--- src/rtl/processor.sv ---
// processor: two-state sequencer for washer valves and motor; define PROCESSOR_DEC_SAT_EN to make DEC saturate at zero
module processor (
  input  logic        clk,
  input  logic        rst_n,
  input  logic        ena,
  input  logic [31:0] instr,
  output logic [7:0]  pc,
  output logic        ctrl_fill,
  output logic        ctrl_release,
  output logic        ctrl_forward,
  output logic        ctrl_reverse
);
  typedef enum logic {FETCH, EXEC} state_t;
  localparam logic [7:0] OP_WAIT = 8'h01, OP_FILL = 8'h02, OP_REVERSE = 8'h05,
                         OP_SET = 8'h11, OP_DEC = 8'h12, OP_JZ = 8'h21;
  state_t      state, state_n;
  logic [7:0]  pc_n, op;
  logic [15:0] cnt, cnt_n, timer, timer_n, opd, cnt_dec;
  logic [3:0]  ctrl, ctrl_n, ctrl_sel;
  logic        timed;
  assign op    = instr[7:0];
  assign opd   = instr[31:16];
  assign timed = op >= OP_WAIT && op <= OP_REVERSE;
  // WAIT drives nothing; the other timed ops map onto one bit each
  assign ctrl_sel = (op >= OP_FILL && op <= OP_REVERSE) ? 4'(32'd1 << (op - OP_FILL)) : 4'b0;
`ifdef PROCESSOR_DEC_SAT_EN
  assign cnt_dec = (cnt == 16'd0) ? cnt : cnt - 16'd1;
`else
  assign cnt_dec = cnt - 16'd1;
`endif
  assign {ctrl_reverse, ctrl_forward, ctrl_release, ctrl_fill} = ctrl;
  always_comb begin
    state_n = state;
    pc_n    = pc;
    cnt_n   = cnt;
    timer_n = timer;
    ctrl_n  = ctrl;
    if (!ena) begin
      state_n = state;
    end else if (state == EXEC) begin
      if (timer == 16'd0) begin
        ctrl_n  = 4'b0;
        pc_n    = pc + 8'd1;
        state_n = FETCH;
      end else begin
        timer_n = timer - 16'd1;
      end
    end else if (timed && opd != 16'd0) begin
      state_n = EXEC;
      timer_n = opd - 16'd1;
      ctrl_n  = ctrl_sel;
    end else begin
      pc_n  = (op == OP_JZ && cnt == 16'd0) ? opd[7:0] : pc + 8'd1;
      cnt_n = op == OP_SET ? opd : op == OP_DEC ? cnt_dec : cnt;
    end
  end
  always_ff @(posedge clk) begin
    if (rst_n) begin
      state <= FETCH;
      pc    <= 8'd0;
      cnt   <= 16'd0;
      timer <= 16'd0;
      ctrl  <= 4'b0;
    end else begin
      state <= state_n;
      pc    <= pc_n;
      cnt   <= cnt_n;
      timer <= timer_n;
      ctrl  <= ctrl_n;
    end
  end
endmodule

--- config.mk ---
export PLATFORM = sky130hd
export DESIGN_NAME = processor
export DESIGN_NICKNAME = d
export VERILOG_FILES = /design/src/rtl/processor.sv
export SDC_FILE = /design/constraint.sdc
export NUM_CORES = 1
export LEC_CHECK = 0
export ABC_AREA = 1
export BUFFER_PORTS_ARGS = -buffer_cell sky130_fd_sc_hd__buf_4
export CORE_MARGIN = 2
export CORE_UTILIZATION = 55
export CTS_BUF_LIST = sky130_fd_sc_hd__clkbuf_16
export DETAILED_ROUTE_END_ITERATION = 10
export PLACE_DENSITY = 0.77
export RECOVER_POWER = 50
export SETUP_SLACK_MARGIN = 0.15
export SLEW_MARGIN = 20
export SYNTH_ARGS = -nofsm -noshare
export SYNTH_HDL_FRONTEND = slang
export SYNTH_SLANG_ARGS = --single-unit
--- constraint.sdc ---
create_clock -name clk -period 2.05 [get_ports clk]
set_clock_uncertainty 0.05 [all_clocks]
set_input_delay 0.3075 -clock clk [delete_from_list [all_inputs] [get_ports clk]]
set_output_delay 0.3075 -clock clk [all_outputs]
set_load 0.02 [all_outputs]
Yosys cells after proc, flatten, opt, wreduce, memory -nomap -nowiden:

Index checks and enable logic that the tools add are counted.

* register bits after elaboration: 45
* latch bits: 0
* memory bits (writable): 0
* bits in read-only memories: 0
* input port bits: 35
* output and inout bits: 12
* logic and storage cells: 51
* memories kept: 0

* add/sub/neg operators: 5
* multiply operators: 0
* divide/modulo/power cells: 0
* $lt $le $gt $ge: 3
* eq/ne operators: 6
* shifts and indexed selects: 1
* mux-type cells: 16
* bitwise operators: 2
* reductions and logical operators: 13

Operators with widths (number)
* two-way mux 16 bit: 5
* subtractor 16 x 1 -> 16 bit, second input constant: 3
* zero test 16 bit: 2
* two-way mux 8 bit: 4
* == test 8 x 5 -> 1 bit, second input constant: 2
* two-way mux 4 bit: 4
* nonzero test 16 bit: 1
* AND reduction 3 bit: 3
* adder 8 x 1 -> 8 bit, second input constant: 1
* == test 8 x 6 -> 1 bit, second input constant: 1
* greater-or-equal comparator 8 x 1 -> 1 bit, second input constant: 1
* greater-or-equal comparator 8 x 2 -> 1 bit, second input constant: 1
* less-or-equal comparator 8 x 3 -> 1 bit, second input constant: 1
* << shifter 1 x 8 -> 4 bit, first input constant: 1
* subtractor 8 x 2 -> 8 bit, second input constant: 1
* logical AND 1 bit: 4
* inequality test 2 bit, second input constant: 2
* AND reduction 4 bit: 1
* nonzero test 2 bit: 2
* two-way mux 1 bit: 3
* inequality test 2 x 1 -> 1 bit, second input constant: 1
* inverter 1 bit: 2

Longest topological paths before layout:

Gate-level depths: netlist (run 1).

* depth in word-level cells: 5
* mapped depth: 14

Worst setup path after synthesis (run 1):

Ideal clock, no wire load.

* kind: reg2reg
* from: register state
* to: register timer[14]
* setup time: 114 ps
* data arrival time: 1467 ps
* slack: 420 ps
* stages on the path, launching flop included: 12
* period minus slack after synthesis: 1630 ps
* path through: dfxtp_1 buf_6 inv_4 buf_6 nand2_1 nand2_1 ha_1 nand2_1 nor3_2 nand3_1 a21oi_1 nor2_1

* cells in the longest elaborated chain, start to end: 2

RTL lines
* start: declaration: line 16 `state_t state, state_n;`
* start signal: assignment: line 65 `state <= state_n;`
* inequality test 2 bit (no source line) or nonzero test 2 bit (tied branches)
* AND reduction 3 bit (no source line)
* end signal: assignment: line 68 `timer <= timer_n;`
* end: declaration: line 18 `logic [15:0] cnt, cnt_n, timer, timer_n, opd, cnt_dec;`

Parallel ways exist; a longest one is shown, timed or not.
A chain may end at the register's enable or synchronous reset.

Final worst setup path (run 1):

* from: register state
* to: register timer[15]

Same word-level chain as after synthesis.

==> impl_table.tex, run 1 <==
\begin{tabular}{lr}
\hline
Metric & Value \\
\hline
\multicolumn{2}{l}{\textbf{Status}} \\
\quad Result of the run & complete, no violations \\
\multicolumn{2}{l}{\textbf{Power}} \\
\quad Worst vdd rail ir drop & 0.505 mV \\
\quad Share of total power in combinational logic & roughly 25\% \\
\quad Switching power total & slightly below 0.8 mW \\
\quad Leakage dissipation & 1.92 nW \\
\quad Switching Fraction & between 30\% and 40\% \\
\quad Share of power burned in the clock network & approximately 36\% \\
\quad Areal power density over the cells & just over 600 nW/µm² \\
\quad Internal power summed over all cells & approximately 1.7 mW \\
\quad Portion of total power attributed to sequential cells & about two fifths \\
\quad Overall power of the completed layout & between 2 and 2.5 mW \\
\multicolumn{2}{l}{\textbf{Timing}} \\
\quad Post-route setup slack & 0.232 ns \\
\quad Total negative slack for setup checks & 0 ns \\
\quad Endpoints failing setup & 0 \\
\quad Final Hold Viols & 0 \\
\quad Worst Hold Margin & about 0.13 ns \\
\quad Max-slew headroom at the worst pin & just under 70\% \\
\quad Final Max Tran Viols & 0 \\
\quad RSZ-0062 raised after global routing & false \\
\quad Minimum clock period & between 1.5 and 2 ns \\
\quad Maximum clock rate & roughly 550 MHz \\
\quad Post-route clock period utilization & slightly below 90\% \\
\quad Worst-margin pin slew & 0.455 ns \\
\multicolumn{2}{l}{\textbf{Drt}} \\
\quad Final ANT Viol Nets & 0 \\
\quad Vias after detailed routing & approximately 3.9k \\
\quad Drt first-iter violations & between 200 and 300 \\
\quad DRC violation count after routing & 0 \\
\quad Detailed-route vias per instance & around 5.2 \\
\quad Final WL & 9670 µm \\
\quad Pre-Repair DR Iteration Count & 5 \\
\quad Routed length per placed instance & roughly 13 µm \\
\multicolumn{2}{l}{\textbf{Worst setup path}} \\
\quad Worst-path cell with the longest stage delay & dfxtp\_4 \\
\quad CP Data Required Time & $\sim$2.2 ns \\
\quad Worst setup path category & register to register \\
\quad Crit-path most repeated cell & nor2\_1 \\
\quad Cell-by-cell listing of the critical path & buf\_4 -> nand2\_1 -> o21ai\_1 -> nand2\_1 -> nor2\_1 -> nand3\_1 -> nor2\_1 -> nor2\_1 -> nor2\_1 -> nor2\_1 \\
\quad Worst path max stage delay & 0.42 ns \\
\quad Critical Path End Type & register \\
\quad Cell type group with the largest total delay on the critical path & simple AND/OR/NAND/NOR gates \\
\quad Largest fanout on the critical path & 16 \\
\quad CP Launch Type & register \\
\quad Worst path buffer plus inverter count & 1 \\
\quad Arrival time at the worst endpoint & 1.95 ns \\
\multicolumn{2}{l}{\textbf{Final layout}} \\
\quad Sequential cell area in the final layout & 905 µm² \\
\quad Multi-input combinational cell area & 2250 µm² \\
\quad Final \#Nets & just over 700 \\
\quad Post-route core utilization & between 60\% and 70\% \\
\quad Number of fill cells & between 600 and 700 \\
\quad Final instance area & 4050 µm² \\
\quad Share of layout cells above drive strength 1 & 11.5\% \\
\quad Antenna cell count & 0 \\
\quad Final cell count without fillers & around 760 \\
\quad Area grow syn2layout & 14.6\% \\
\multicolumn{2}{l}{\textbf{Synth}} \\
\quad Xor/xnor share of the synthesized area & under 10\% \\
\quad Most common cell in the netlist & nand2\_1 \\
\quad Compound-cell area share of the yosys netlist & under 10\% \\
\quad Number of synthesized flops with an enable pin & 0 \\
\quad Predominant post-synthesis flop cell & dfxtp\_1 \\
\quad Top cells by instance count after synthesis & 197 x nand2\_1, 150 x nor2\_1, 64 x inv\_1, 45 x dfxtp\_1, 42 x o21ai\_0 \\
\quad Cell types with the largest area share after synthesis & dfxtp\_1 26\%, nand2\_1 21\%, nor2\_1 16\% \\
\quad Post-synthesis adder-cell area fraction & 1.42\% \\
\quad Share of the synthesized area in the top cell type & 25.5\% \\
\quad Register area share after synthesis & 25.5\% \\
\quad Post-synthesis area per instance & $\sim$5.6 µm² \\
\quad Register bit count reported by yosys & 45 \\
\quad Mapped Cells & between 600 and 700 \\
\quad Largest family of logic cells by synthesized area & simple AND/OR/NAND/NOR gates \\
\quad Combined area of all synthesized cells & between 3000 and 4000 µm² \\
\quad Net count after synthesis & between 600 and 700 \\
\quad Proportion of synthesized area in mux cells & 0\% \\
\quad Yosys warns & 0 \\
\quad Area fraction in and, or, nand and nor cells after synthesis & between 40\% and 50\% \\
\quad Distinct cells, synth & 31 \\
\quad Cell taking the most area after synthesis & dfxtp\_1 \\
\quad Async S/R FF share, synth & 0\% \\
\multicolumn{2}{l}{\textbf{Clock network}} \\
\quad Clock tree from TritonCTS & built \\
\quad Clock-pin slew reported for the worst setup and hold paths after clock tree synthesis & 0.07 ns \\
\quad Hold buffers post-CTS & 0 \\
\quad Number of clock sinks seen by CTS & 45 \\
\quad Root buf cell & clkbuf\_16 \\
\quad Buffer depth of the longest clock path & 2 \\
\quad \# H-tree levels & 2 \\
\quad CTS buffer count & 5 \\
\quad Skew-Pair Late Insertion Delay & between 0.2 and 0.3 ns \\
\quad Post-CTS Setup Repair Bufs & 0 \\
\multicolumn{2}{l}{\textbf{GRT}} \\
\quad Overflow after GRT & 0 \\
\quad Initial antenna violation count & 0 \\
\quad Vias in the first global route & about 3.6k \\
\quad Global-route total usage across every layer & a little over a quarter \\
\quad Global-route wire length before repair & between 15000 and 20000 µm \\
\quad Maximum number of pins on one net before global-route repair & 45 \\
\multicolumn{2}{l}{\textbf{Floorplan}} \\
\quad Die Y-Extent & 84.1 µm \\
\quad Die X & 84.1 µm \\
\quad Starting utilization of the core area & between 50 and 60\% \\
\quad Placeable core region & about 6300 µm² \\
\quad Number of top-level design ports & 47 \\
\quad Placement row count & 29 \\
\quad Die area & approximately 7100 µm² \\
\multicolumn{2}{l}{\textbf{Place}} \\
\quad Global placement routability congestion & roughly 0.91 \\
\quad Cell area after placement & between 3000 and 4000 µm² \\
\quad Pre-CTS setup slack & between 0.15 and 0.2 ns \\
\quad Sum of net half-perimeters after detailed placement & roughly 7000 µm \\
\quad Inst Count DP & roughly 750 \\
\quad I/O Buffers & 38 \\
\multicolumn{2}{l}{\textbf{Hold path}} \\
\quad Hold WC Path Type & input port to register \\
\multicolumn{2}{l}{\textbf{Job}} \\
\quad Maximum capacitance violations & 0 \\
\hline
\end{tabular}
kinds of logic (layout without fill, tap and decap cells):
logic type      Yosys count  in the layout
simple gates            420            420
compound gates           65             65
xor+xnor                 13             13
flops                    45             45
buf+inv                  88            131
fa+ha+maj                 4              4
cell type report:
class	instances	area share, %
timing repair buffer	54	8.93
multi-input combinational	502	55.7
inverter	69	6.65
tap	77	2.38
clock buffer	5	3.09
sequential	45	22.3
clock inverter	3	0.927
state kept, by name, summed over array words and instances (netlist names):
name / flops
pc: 8
ctrl: 4
state: 1
timer: 16
cnt: 16
per-layer routing:
layer	GRT usage (%)	wire, µm	vias up
met5	0	0	-
met4	8.21	177	0
met3	3.74	577	17
met2	47.0	4610	122
met1	35.9	4310	1746
li1	-	-	2045
power groups by stage:
stage	combinational, mW	sequential (mW)	clock (mW)
global route	0.711	0.977	0.956
global placement	0.621	0.987	0
CTS	0.635	0.970	0.921
finish	0.622	0.971	0.905
floorplan	0.425	1.00	0
detailed placement	0.630	0.989	0
worst paths after layout:
kind              startpoint  cells after the start  slack (ns)   endpoint
setup reg to reg       state                     10        0.23  timer[15]
hold / removal         rst_n                      2        0.13     cnt[9]
setup / recovery       state                     10        0.23  timer[15]
hold reg to reg      ctrl[0]                      2        0.43    ctrl[0]
worst reg2reg max path, stage by stage (launching register included):
cell and delay [ns]:
dfxtp_4 0.42, buf_4 0.22, nand2_1 0.08, o21ai_1 0.17, nand2_1 0.11, nor2_1 0.17
nand3_1 0.14, nor2_1 0.16, nor2_1 0.06, nor2_1 0.08, nor2_1 0.04
cells in the final DEF, fill, tap and decap left out, types with 5 or more instances in the layout:
cell type	n
a21oi_1	14
buf_4	36
clkbuf_1	16
clkbuf_16	5
dfxtp_1	44
inv_1	63
inv_2	5
nand2_1	198
nand2_2	6
nand3_1	38
nor2_1	148
nor2_2	10
nor3_1	7
o21ai_0	42
o21ai_1	6
xor2_1	10
timing repair:
action / 4_1_cts / 5_1_grt
endpoints found under the setup margin: 1 / 21
gates cloned: 0 / 1
resized for setup: 1 / 16
pin swaps: 0 / 1
Power figures use the tool's default switching activity.
==> run 2: changes to the inputs <==
- ABC_AREA: 1 -> default
==> run 2 against run 1 <==
Against the previous run:
- the run now ends with setup timing left
- first-iteration DRC count increased by 58%
- sequential share of layout area decreased by 3.1 points
- final cell count shrank 17%
- maximum frequency decreased by 18%
- global-route usage increased by 5.8 points
- critical endpoint is now pc[1]
- combinational power down 15%
- worst hold slack gained 0.18 ns
- wire length rose by 32%
==> impl_table.tex, run 2 <==
\begin{tabular}{lr}
\hline
Metric & Value \\
\hline
\multicolumn{2}{l}{\textbf{Status}} \\
\quad Result of the run & finished with violations \\
\quad Failing checks & setup timing \\
\multicolumn{2}{l}{\textbf{Worst setup path}} \\
\quad Number of logic stages on the critical path including buffering & 6 \\
\quad CP Data Required Time & between 2 and 2.5 ns \\
\quad Arrival time at the worst endpoint & around 2.4 ns \\
\quad Worst-path cell with the longest stage delay & or4\_4 \\
\quad Largest fanout on the critical path & 5 \\
\quad Worst path max stage delay & approximately 0.55 ns \\
\quad CP Launch Type & register \\
\quad Cell-by-cell listing of the critical path & or4\_4 -> or4\_4 -> nor2\_4 -> mux2\_4 -> mux2i\_1 -> nor2\_1 \\
\quad Worst setup path category & register to register \\
\quad Crit-path most repeated cell & or4\_4 \\
\quad Capture point of the worst reg-to-reg path & pc[1] \\
\quad Critical Path End Type & register \\
\quad Cell type group with the largest total delay on the critical path & simple AND/OR/NAND/NOR gates \\
\quad Launch point of the critical path & cnt[5] \\
\quad Critical path endpoint & pc[1] \\
\quad Logic depth of the worst register-to-register path & 6 \\
\quad Flop2flop setup slack & -0.17 ns \\
\quad Reg2reg start & cnt[5] \\
\quad Worst path buffer plus inverter count & 0 \\
\multicolumn{2}{l}{\textbf{Final layout}} \\
\quad Most common library cell in the layout ignoring fill and taps & buf\_4 \\
\quad Leading registers by flop count & cnt x16, timer x16, pc x8 \\
\quad Share of layout cells above drive strength 1 & 37.5\% \\
\quad Number of fill cells & between 300 and 400 \\
\quad Area grow syn2layout & 45.7\% \\
\quad Antenna cell count & 0 \\
\quad Most frequent cells in the layout & 93 x buf\_4, 45 x nor2\_1, 37 x a21oi\_1, 37 x dfxtp\_1, 36 x nand2\_1 \\
\quad Final \#Nets & a little under 600 \\
\quad Final instance area & roughly 4800 µm² \\
\multicolumn{2}{l}{\textbf{GRT}} \\
\quad Initial antenna violation count & 0 \\
\quad Overflow after GRT & 0 \\
\quad Global-route total usage across every layer & 33.2\% \\
\quad Maximum number of pins on one net before global-route repair & 28 \\
\quad Vias in the first global route & between 3k and 4k \\
\quad Global-route wire length before repair & 17200 µm \\
\multicolumn{2}{l}{\textbf{Power}} \\
\quad Switching power total & 0.668 mW \\
\quad Share of power burned in the clock network & between 30 and 40\% \\
\quad Internal power summed over all cells & around 1.6 mW \\
\quad Areal power density over the cells & around 470 nW/µm² \\
\quad Worst vdd rail ir drop & 0.465 mV \\
\quad Share of total power in combinational logic & between 20\% and 30\% \\
\quad Leakage dissipation & 1.89 nW \\
\quad Portion of total power attributed to sequential cells & between 40 and 50\% \\
\quad Switching Fraction & 30.0\% \\
\multicolumn{2}{l}{\textbf{Timing}} \\
\quad Worst Hold Margin & 0.309 ns \\
\quad Minimum clock period & 2.22 ns \\
\quad Post-route clock period utilization & 108\% \\
\quad Max-slew headroom at the worst pin & between 60\% and 70\% \\
\quad Total negative slack for setup checks & -1.76 ns \\
\quad Worst-margin pin slew & 0.582 ns \\
\quad RSZ-0062 raised after global routing & true \\
\quad Post-route setup slack & -0.173 ns \\
\quad Maximum clock rate & 450 MHz \\
\quad Final Max Tran Viols & 0 \\
\quad Final Hold Viols & 0 \\
\quad Endpoints failing setup & 19 \\
\multicolumn{2}{l}{\textbf{Drt}} \\
\quad Sum of routed wire segments on met1 & 4830 µm \\
\quad Final WL & 12700 µm \\
\quad Routed length per placed instance & 20.2 µm \\
\quad Pre-Repair DR Iteration Count & 5 \\
\quad DRC violation count after routing & 0 \\
\quad Detailed-route vias per instance & about 6.6 \\
\quad Drt first-iter violations & $\sim$440 \\
\quad Final ANT Viol Nets & 0 \\
\quad Top layer in use & met4 \\
\quad Detailed route wirelength on metal3 & between 1000 and 1500 µm \\
\quad Vias after detailed routing & 4169 \\
\quad Routed length on met2 & 6000 µm \\
\multicolumn{2}{l}{\textbf{Place}} \\
\quad Global placement routability congestion & 0.880 \\
\quad I/O Buffers & 38 \\
\quad Cell area after placement & around 4100 µm² \\
\quad Sum of net half-perimeters after detailed placement & 7270 µm \\
\quad Pre-CTS setup slack & -0.242 ns \\
\multicolumn{2}{l}{\textbf{Synth}} \\
\quad Cell taking the most area after synthesis & dfxtp\_1 \\
\quad Top cells by instance count after synthesis & 50 x nor2\_1, 48 x nand2\_1, 45 x dfxtp\_1, 42 x a21oi\_1, 29 x nor3\_1 \\
\quad Post-synthesis area per instance & around 7.3 µm² \\
\quad Cell types with the largest area share after synthesis & dfxtp\_1 28\%, a21oi\_1 6.4\%, nor2\_1 5.7\% \\
\quad Combined area of all synthesized cells & $\sim$3300 µm² \\
\quad Register area share after synthesis & around 28\% \\
\quad Number of synthesized flops with an enable pin & 0 \\
\quad Async S/R FF share, synth & 0\% \\
\quad Net count after synthesis & between 400 and 500 \\
\quad Most common cell in the netlist & nor2\_1 \\
\quad Mapped Cells & approximately 450 \\
\quad Yosys warns & 0 \\
\quad Distinct cells, synth & 64 \\
\quad Register bit count reported by yosys & 45 \\
\quad Share of the synthesized area in the top cell type & 27.5\% \\
\quad Predominant post-synthesis flop cell & dfxtp\_1 \\
\multicolumn{2}{l}{\textbf{Clock network}} \\
\quad Root buf cell & clkbuf\_16 \\
\quad Clock-pin slew reported for the worst setup and hold paths after clock tree synthesis & 0.06 ns \\
\quad Number of clock sinks seen by CTS & 45 \\
\quad Buffer depth of the longest clock path & 2 \\
\quad \# H-tree levels & 2 \\
\quad Clock tree from TritonCTS & built \\
\quad Skew-Pair Late Insertion Delay & 0.30 ns \\
\quad CTS buffer count & 5 \\
\multicolumn{2}{l}{\textbf{Hold path}} \\
\quad Worst hold stages & 3 \\
\quad Hold WC Path Type & input port to register \\
\multicolumn{2}{l}{\textbf{Floorplan}} \\
\quad Number of top-level design ports & between 40 and 50 \\
\quad Die X & 81.1 µm \\
\quad Die area & 6580 µm² \\
\quad Starting utilization of the core area & between 50\% and 60\% \\
\quad Placeable core region & between 5000 and 6000 µm² \\
\quad Die Y-Extent & between 80 and 90 µm \\
\quad Placement row count & 28 \\
\multicolumn{2}{l}{\textbf{Job}} \\
\quad Maximum capacitance violations & 0 \\
\hline
\end{tabular}
-- run 2: cell count changes in the layout (fill, tap and decap cells not counted), sizes merged, moves of 23 or more --
cell,before,now
a21oi,14,42
buf,37,110
inv,70,12
nand2,204,49
nand3,42,18
nor2,160,52
o21ai,49,26
-- run 2: cells by family (layout without fill, tap and decap cells) --
logic type	count (synthesis)	in the layout	synth area share, %
compound gates	137	137	26.9
xor+xnor	8	8	2.14
fa+ha+maj	4	4	1.53
buf+inv	37	143	6.12
flops	45	45	27.5
mux	11	11	3.48
simple gates	205	207	32.3
-- run 2: layout make-up --
cell class / count / area (µm²) / share of cell area [%]
multi-input combinational: 367 / 2600 / 54.6
timing repair buffer: 125 / 978 / 20.5
sequential: 45 / 916 / 19.2
clock buffer: 5 / 125 / 2.63
tap: 75 / 93.8 / 1.97
inverter: 11 / 41.3 / 0.867
clock inverter: 2 / 7.51 / 0.158
-- run 2: worst min-delay path by stage --
stage,startpoint,end,slack [ns]
finish,instr[28],timer[12],0.31
global route,instr[28],timer[12],0.32
CTS,instr[28],timer[12],0.30
detailed placement,ctrl[0],ctrl[0],0.42
global placement,ctrl[3],ctrl[3],0.42
floorplan,instr[0],ctrl[1],0.38
-- run 2: what timing repair did --
action | 4_1_cts | 5_1_grt
buffers inserted | 2 | 16
setup endpoints to repair | 36 | 39
gates resized for setup | 31 | 70
cloned | 3 | 0
hold buffers | 0 | 0
pin swaps | 6 | 35
-- run 2: tightest hold or removal path, cell delays in order --
cell,delay (ns)
buf_4,0.12
a21o_1,0.09
a31oi_1,0.07
-- run 2: metrics by stage --
step,power [mW],instances,util (%)
after floorplan,1.14,447,-
after global placement,1.30,602,70.9
after detailed placement,1.31,602,70.9
after CTS,2.09,614,75.7
after global routing,2.27,630,81.9
final,2.22,630,81.9
-- run 2: routing by layer --
metal	global-route usage (%)	vias to the layer above
li1	-	1880
met1	40.2	1952
met2	56.4	250
met3	7.00	87
met4	14.9	0
met5	0	-
-- run 2: power groups by stage --
stage | sequential (mW) | clock (mW) | combinational [mW]
2_1_floorplan | 0.920 | 0 | 0.223
3_3_place_gp | 0.918 | 0 | 0.382
3_5_place_dp | 0.918 | 0 | 0.392
4_1_cts | 0.899 | 0.775 | 0.418
5_1_grt | 0.902 | 0.819 | 0.553
6_report | 0.901 | 0.795 | 0.528
